## config.mk

```make
export PLATFORM = sky130hd
export DESIGN_NAME = tpu_apb_seq
export DESIGN_NICKNAME = d
export VERILOG_FILES = /design/src/rtl/tpu_apb_seq.sv
export SDC_FILE = /design/constraint.sdc
export NUM_CORES = 1
export LEC_CHECK = 0
export ABC_AREA = 1
export CORE_AREA = 2 2 207 128
export DETAILED_ROUTE_END_ITERATION = 8
export DIE_AREA = 0 0 209 130
export GPL_TIMING_DRIVEN = 0
export PLACE_DENSITY = 0.79
export SLEW_MARGIN = 15
export SYNTH_ARGS = -nofsm -noshare
export SYNTH_HDL_FRONTEND = slang
export SYNTH_SLANG_ARGS = --single-unit
```

## constraint.sdc

```tcl
create_clock -name i_clk -period 4.4 [get_ports i_clk]
set_input_delay 0.66 -clock i_clk [delete_from_list [all_inputs] [get_ports i_clk]]
set_output_delay 0.66 -clock i_clk [all_outputs]
set_load 0.02 [all_outputs]
```

## src/rtl/tpu_apb_seq.sv

```systemverilog
`default_nettype none
// +------------------------------------------------------------------------------+
// | tpu_apb_seq: APB weight loader, input feeder and checksum reader for a TPU   |
// | array. Optional RUN watchdog: TPU_APB_SEQ_TIMEOUT_EN.                        |
// | Revision: 1.0                                                                |
// +------------------------------------------------------------------------------+
module tpu_apb_seq #(
   parameter int N       = 2,
   parameter int DW      = 32,
   parameter int AW      = 32,
   parameter int ROWS    = 4,
   parameter int NRD     = 4,
   parameter int TIMEOUT = 1024
) (
   input  logic            i_clk,
   input  logic            i_rst,
   input  logic            i_go,
   input  logic [DW-1:0]   i_wseed,
   input  logic [DW-1:0]   i_wstep,
   input  logic [DW-1:0]   i_iseed,
   input  logic [DW-1:0]   i_expect,
   output logic [AW-1:0]   o_paddr,
   output logic            o_psel,
   output logic            o_penable,
   output logic            o_pwrite,
   output logic [DW-1:0]   o_pwdata,
   input  logic [DW-1:0]   i_prdata,
   output logic [N*DW-1:0] o_in_data,
   output logic [N-1:0]    o_in_en,
   output logic            o_start,
   input  logic            i_done,
   output logic            o_busy,
   output logic            o_end,
   output logic            o_pass,
   output logic            o_fail,
   output logic            o_timeout,
   output logic [DW-1:0]   o_sum
);

   localparam int KW  = $clog2(N*N + 1);
   localparam int RW  = $clog2(ROWS + 1);
   localparam int DRW = $clog2(NRD + 1);
   localparam logic [KW-1:0]  K_LAST = KW'(N*N - 1);
   localparam logic [RW-1:0]  R_LAST = RW'(ROWS - 1);
   localparam logic [DRW-1:0] D_LAST = DRW'(NRD - 1);

   typedef enum logic [2:0] {
      IDLE, WSETUP, WACCESS, FEED, RUN, RSETUP, RACCESS, FIN
   } state_t;

   state_t           state, state_nxt;
   logic             launch;
   logic [KW-1:0]    widx;
   logic [RW-1:0]    row;
   logic [DRW-1:0]   rd_cnt;
   logic [DW-1:0]    sum;
   logic             pass_q, fail_q;
   logic             aborted;
   logic             run_expired;
   logic             verdict;
   logic             go_accept;
   logic [DW-1:0]    wdata;

   // The accepted i_go spends one extra IDLE cycle (launch) before the first APB setup.
   assign go_accept = (state == IDLE) && !launch && i_go;
   assign wdata     = i_wseed + DW'(widx) * i_wstep;
   assign verdict   = (sum == i_expect) && !aborted;

`ifdef TPU_APB_SEQ_TIMEOUT_EN
   localparam int TW = $clog2(TIMEOUT + 1);
   localparam logic [TW-1:0] T_LAST = TW'(TIMEOUT - 1);
   logic [TW-1:0] run_cnt;

   assign run_expired = (run_cnt == T_LAST) && !i_done;
   assign o_timeout   = aborted;

   always_ff @(posedge i_clk or posedge i_rst) begin
      if (i_rst) begin
         run_cnt <= '0;
         aborted <= 1'b0;
      end else if (go_accept) begin
         run_cnt <= '0;
         aborted <= 1'b0;
      end else if (state == RUN) begin
         run_cnt <= run_cnt + 1'b1;
         if (run_expired)
            aborted <= 1'b1;
      end
   end
`else
   // RUN waits for i_done indefinitely; the watchdog never fires.
   assign run_expired = 1'b0 && (TIMEOUT > 0);
   assign aborted     = 1'b0;
   assign o_timeout   = 1'b0;
`endif

   always_ff @(posedge i_clk or posedge i_rst) begin
      if (i_rst) begin
         state  <= IDLE;
         launch <= 1'b0;
         widx   <= '0;
         row    <= '0;
         rd_cnt <= '0;
         sum    <= '0;
         pass_q <= 1'b0;
         fail_q <= 1'b0;
      end else begin
         state <= state_nxt;
         case (state)
            IDLE: begin
               if (launch) begin
                  launch <= 1'b0;
               end else if (i_go) begin
                  launch <= 1'b1;
                  widx   <= '0;
                  row    <= '0;
                  rd_cnt <= '0;
                  sum    <= '0;
                  pass_q <= 1'b0;
                  fail_q <= 1'b0;
               end
            end
            WACCESS: widx <= widx + 1'b1;
            FEED:    row  <= row + 1'b1;
            RACCESS: begin
               sum    <= sum + i_prdata;
               rd_cnt <= rd_cnt + 1'b1;
            end
            FIN: begin
               pass_q <= verdict;
               fail_q <= !verdict;
            end
            default: ;
         endcase
      end
   end

   always_comb begin
      state_nxt = state;
      o_psel    = 1'b0;
      o_penable = 1'b0;
      o_pwrite  = 1'b0;
      o_paddr   = '0;
      o_pwdata  = '0;
      o_start   = 1'b0;
      o_end     = 1'b0;
      o_busy    = (state != IDLE);
      o_pass    = pass_q;
      o_fail    = fail_q;
      case (state)
         IDLE: begin
            if (launch)
               state_nxt = WSETUP;
         end
         WSETUP: begin
            o_psel    = 1'b1;
            o_pwrite  = 1'b1;
            o_paddr   = AW'(widx);
            o_pwdata  = wdata;
            state_nxt = WACCESS;
         end
         WACCESS: begin
            o_psel    = 1'b1;
            o_penable = 1'b1;
            o_pwrite  = 1'b1;
            o_paddr   = AW'(widx);
            o_pwdata  = wdata;
            state_nxt = (widx == K_LAST) ? FEED : WSETUP;
         end
         FEED: begin
            if (row == R_LAST)
               state_nxt = RUN;
         end
         RUN: begin
            o_start = 1'b1;
            if (i_done)
               state_nxt = RSETUP;
            else if (run_expired)
               state_nxt = FIN;
         end
         RSETUP: begin
            o_psel    = 1'b1;
            state_nxt = RACCESS;
         end
         RACCESS: begin
            o_psel    = 1'b1;
            o_penable = 1'b1;
            state_nxt = (rd_cnt == D_LAST) ? FIN : RSETUP;
         end
         FIN: begin
            o_end     = 1'b1;
            o_pass    = verdict;
            o_fail    = !verdict;
            state_nxt = IDLE;
         end
         default: state_nxt = IDLE;
      endcase
   end

   assign o_in_en = {N{state == FEED}};
   assign o_sum   = sum;

   for (genvar c = 0; c < N; c++) begin : g_ch
      assign o_in_data[c*DW +: DW] = (state == FEED)
                                   ? i_iseed + DW'(row) * DW'(N) + DW'(c)
                                   : '0;
   end

endmodule
`default_nettype wire

```

Word level (Yosys, flattened, before mapping). Cells that the tools add are included.

Flip-flop bits (word level): 47. Input port bits: 164. Logic and storage cells: 78.

Add/subtract/negate cells: 7. Multiply operators: 1. Equal/unequal tests: 16. Muxes and demuxes: 31. Reductions and logical operators: 15.

Operators by type and width (number): 2-to-1 mux 32 bit (5); adder 32 bit (2); case mux 32 bit (2 select lines) (1); adder 32 x 1 -> 32 bit (second input constant) (1); adder 32 x 4 -> 32 bit (1); == test 32 bit (1); multiplier 3 x 32 -> 32 bit (1); case mux 3 bit (8 select lines) (1); 2-to-1 mux 3 bit (6); case mux 3 bit (2 select lines) (3); == test 3 x 2 -> 1 bit (second input constant) (5); AND reduction 3 bit (5); == test 3 bit (second input constant) (4); 2-to-1 mux 1 bit (11); adder 3 x 1 -> 3 bit (second input constant) (3); != test 2 bit (second input constant) (4); nonzero test 2 bit (4); 2-to-1 mux 2 bit (2); case mux 1 bit (2 select lines) (2); OR reduction 2 bit (2); OR reduction 4 bit (1); == test 3 x 1 -> 1 bit (second input constant) (1); zero test 3 bit (1); nonzero test 3 bit (1); other kinds (2) (2).

Longest topological paths before layout.
Depth in word-level cells: 3. Depth in mapped cells: 22. Gate-level depth less buffers: 20.

Worst setup path after synthesis. OpenSTA, ideal clock, no wires.

Kind: register to output. From: reg widx[2]. To: out o_pwdata[17]. Arrival: 3.839 ns. Setup slack: -0.099 ns. Stages on the path, launching flop included: 14. Path buffers: 2. Path through: dfrtp_1 > clkbuf_1 > clkbuf_1 > nand2_1 > fa_1 > fa_1 > fa_1 > o21ai_0 > a21oi_1 > o21ai_0 > nand3_1 > nand2_1 > nor2_1 > nor3b_1.

Longest elaborated chain between the ends: 3.

RTL lines: start: declaration (line 53) `logic [KW-1:0] widx;`; start signal: assignment (line 123) `WACCESS: widx <= widx + 1'b1;`; multiplier 3 x 32 -> 32 bit (line 66) `assign wdata = i_wseed + DW'(widx) * i_wstep;`; adder 32 bit (line 66); 2-to-1 mux 32 bit (line 150) `case (state)`; end: declaration (line 26) `output logic [DW-1:0] o_pwdata,`.

No other way between the ends.

Final worst setup path.
From: reg widx[0]. To: out o_pwdata[24].

Same word-level chain as after synthesis.

==> reports/results.ini <==
[global_route]
antenna_violations_before_repair = 7
grt_pass1_vias = 13282
global_route.peak_usage_layer = met1
grtUsageMet1 = 0.531
grt_use_met2 = 0.530
wire_length_of_the_first_global_routing_pass_mm = 75.4
grt_usage = 0.360
global_route.usage.met3 = 0.0919
globalRouteOverflowTotal = 0
maximum_number_of_pins_on_one_net_before_global_route_repair = 25

[logic_synthesis]
yosys.area.top_type = sky130_fd_sc_hd__nand2_1
synthesis.area_per_instance_um2 = 5.78
synth_area_leaders = sky130_fd_sc_hd__nand2_1, sky130_fd_sc_hd__inv_1, sky130_fd_sc_hd__fa_1
synth.top_cells.by_count = sky130_fd_sc_hd__nand2_1, sky130_fd_sc_hd__inv_1, sky130_fd_sc_hd__nor2_1
synth_seq_cells = 47
dominant_cell_by_count_in_the_synthesized_netlist = sky130_fd_sc_hd__nand2_1
synthesis.yosys.warnings = 0
synth_top_area_share = 0.173
ys_flop_type = sky130_fd_sc_hd__dfrtp_1
postSynthCellCount = 1941
netlist-cell-type-count = 46
synth_enable_flop_cells = 0
synth-async-reset-ratio = 1.00
synth_seq_area_share = 0.105
post_synth_instance_area_um2 = 11200

[power]
share_clk_of_total_power = 0.045
power.static_leakage_nw = 8.79
intPower_mw = 4.09
p_comb_frac = 0.874
powerDensity_nw_per_um2 = 563
power_switching_share = 0.573
worst_ir_drop_vdd_v = 0.000251
p_seq_frac = 0.081
net-switching-power_mw = 5.49

[timing]
finalHoldWorstSlack_ns = 0.533
final_count_of_pins_violating_max_slew = 0
max-slew-margin-rel = 0.459
hold_violations = 0
period_minus_slack_ns = 4.69
final.setup_skew_ns = 0.0140
setup_ws_ns = -0.293
fmaxAchievable_mhz = 213
timing.final.setup_violations = 22
grt_setup_unrepaired = true
transition_time_of_the_tightest_slew_check_pin_ns = 0.811
portion_of_the_clock_cycle_consumed_by_the_worst_path_in_the_final_layout = 1.07

[setup_path]
start_point_of_the_critical_path = widx[0]$_DFFE_PP0P_
worstPathCellList = buf_8 > clkbuf_16 > buf_6 > nand2_2 > inv_2 > fa_1 > inv_2 > fa_1 > inv_2 > ha_4 > a21oi_4 > o21ai_2 > a21oi_2 > nand2_2 > nand2_2 > nand2_2 > nand3_2 > nand2_2 > nand2_2 > nand2_1 > nor2_1 > buf_4
critical_path.endpoint_type = output pin
timing.critical_path.depth = 22
critical-path-max-stage-delay_ns = 0.54
worstPathBufferInverterCount = 7
cp_top_family = adder cells
worst-endpoint-required_ns = 3.74
slowest_stage = sky130_fd_sc_hd__fa_1
r2r_end = o_sum[28]$_DFFE_PP0P_
r2r-start = o_sum[0]$_DFFE_PP0P_
cp_common_cell = sky130_fd_sc_hd__nand2_2
highest_net_fanout_along_the_worst_path = 6
timing.critical_path.from_type = register
setup.reg_to_reg.worst_slack_ns = 1.83
critical_path_destination = o_pwdata[24]
r2r.worst_path.cells = 10
worstSetupPathType = reg -> out
worst_ep_arrival_time_ns = 4.03

[floorplan]
io_pins = 335
die_width_um = 209
initial_core_util = 0.438
fp-row-count = 46
fp.coreArea_um2 = 25600
die_y_um = 130
floorplan.die_area_um2 = 27200

[routing]
via_count = 14542
detail_route.vias_per_cell = 5.41
antenna_violating_nets_post_route = 0
route.detailed.drc = 0
drt-initial-drc-count = 1382
routed_wl_mm = 51.9
number_of_optimization_iterations_in_the_first_detailed_route_pass = 6
wl_per_cell_um = 19.3

[flow_run]
cap_violations = 0

[placed_design]
dp.cells = 2611
portBuffers = 304
detailedPlacementHpwl_mm = 40.5
globalplace.congestion = 0.992

[clocking]
cts-root-buf = sky130_fd_sc_hd__clkbuf_16
clock_path_buffers = 2
htree_num_levels = 2
clk_latency_ns = 0.31
cts_buffers = 5
clock_sink_count = 47
post_cts_hold_buffer_count = 0
cts_tree = built
clk_transition_reported_paths_ns = 0.07

[final_layout]
final_cell_count_no_fill = 2689
post_route_cells_drive_above_1_share = 0.215
number_of_nets_in_the_finished_design = 2649
flow.area_growth_from_synthesis_pct = 51.8
num_antenna_cells = 0

[run_status]
failed_checks = setup timing
run_status = finished with violations

[worst_hold_path]
hold_class = reg -> reg

[worst min path at each step]
stage                                      from                     to  slack (ns)  cells past startpoint
after floorplan              launch$_DFFE_PP0P_     launch$_DFFE_PP0P_        0.45                      2
after global placement       launch$_DFFE_PP0P_     launch$_DFFE_PP0P_        0.47                      2
after detailed placement  rd_cnt[2]$_DFFE_PP0P_  rd_cnt[2]$_DFFE_PP0P_        0.52                      2
after CTS                    row[0]$_DFFE_PP0P_     row[0]$_DFFE_PP0P_        0.54                      1
after global routing      rd_cnt[2]$_DFFE_PP0P_  rd_cnt[2]$_DFFE_PP0P_        0.56                      2
final                     rd_cnt[2]$_DFFE_PP0P_  rd_cnt[2]$_DFFE_PP0P_        0.53                      2
[worst register-to-register path, stage by stage (launching register included)]
cell and delay [ns]:
sky130_fd_sc_hd__dfrtp_1 0.45, sky130_fd_sc_hd__ha_1 0.23, sky130_fd_sc_hd__fa_1 0.21, sky130_fd_sc_hd__nand2_1 0.07, sky130_fd_sc_hd__o21ai_0 0.30, sky130_fd_sc_hd__a21oi_1 0.19
sky130_fd_sc_hd__o21ai_0 0.47, sky130_fd_sc_hd__nand3_1 0.22, sky130_fd_sc_hd__nand3_1 0.12, sky130_fd_sc_hd__nand2_1 0.05, sky130_fd_sc_hd__o21ai_0 0.18
[sequential cells by signal, indices dropped and copies added (netlist names)]
signal and cells:
rd_cnt 3, pass_q 1, o_sum 32, state 3, row 3, fail_q 1, widx 3, launch 1
[per-stage QoR]
stage	instance area [um2]	power [mW]	setup TNS (ns)	setup WS (ns)	util
finish	17000	9.58	-3.31	-0.293	0.664
global route	17000	10.1	-6.01	-0.423	0.664
CTS	16600	8.69	-0.538	-0.108	0.648
detailed placement	14800	6.69	-38.85	-1.69	0.578
global placement	14800	6.61	-36.77	-1.61	0.578
floorplan	11300	4.37	0	0.0241	-
[cells by family (layout without fill, tap and decap cells)]
group / Yosys count / in the layout / synth area share
simple gates: 969 / 969 / 0.371
buf+inv: 470 / 853 / 0.168
compound gates: 280 / 280 / 0.135
fa+ha+maj: 133 / 133 / 0.189
flops: 47 / 47 / 0.105
xor+xnor: 41 / 41 / 0.0320
other cells: 1 / 30 / 0.000335
[cell usage in the layout, fill, tap and decap left out, drive strengths merged, types with 3 or more instances in the layout]
master,count
nand4,13
nor2,282
a21o,8
dlymetal6s2s,8
dfrtp,47
inv,411
xnor2,13
a31oi,6
fa,61
conb,30
or2,12
xor2,28
o21bai,7
a21oi,115
ha,72
buf,131
nand2,544
o21a,3
clkdlybuf4s50,221
nand3,94
nor4,7
o21ai,120
o211ai,5
o22ai,8
clkbuf,47
dlygate4sd2,33
nor3,13
[what timing repair did]
action	in CTS	in global routing
resized for setup	478	170
buffers inserted	52	17
gates cloned	3	0
endpoints found under the hold margin	0	0
setup endpoints to repair	52	56
pin swaps	122	73
[final cells by class]
class | count | area [um2]
Buffer | 56 | 473
Fill cell | 2275 | 8590
Inverter | 413 | 1550
Tap cell | 336 | 420
Sequential cell | 47 | 1180
Timing Repair Buffer | 376 | 3560
Multi-Input combinational cell | 1453 | 9670
Clock buffer | 8 | 156
[power groups by stage]
stage               Clock [mW]  Combinational, mW  Sequential (mW)
finish                   0.433               8.38            0.772
global route             0.448               8.88            0.794
CTS                      0.432               7.49            0.768
detailed placement           0               5.92            0.770
global placement             0               5.85            0.762
floorplan                    0               3.53            0.836
[metal layers]
metal,share of wire,wire length [um]
met1,0.45,23400
met4,0.028,1440
met5,0.00089,46
met3,0.11,5870
met2,0.41,21200
Note: power is estimated with default switching activity, not from simulation.
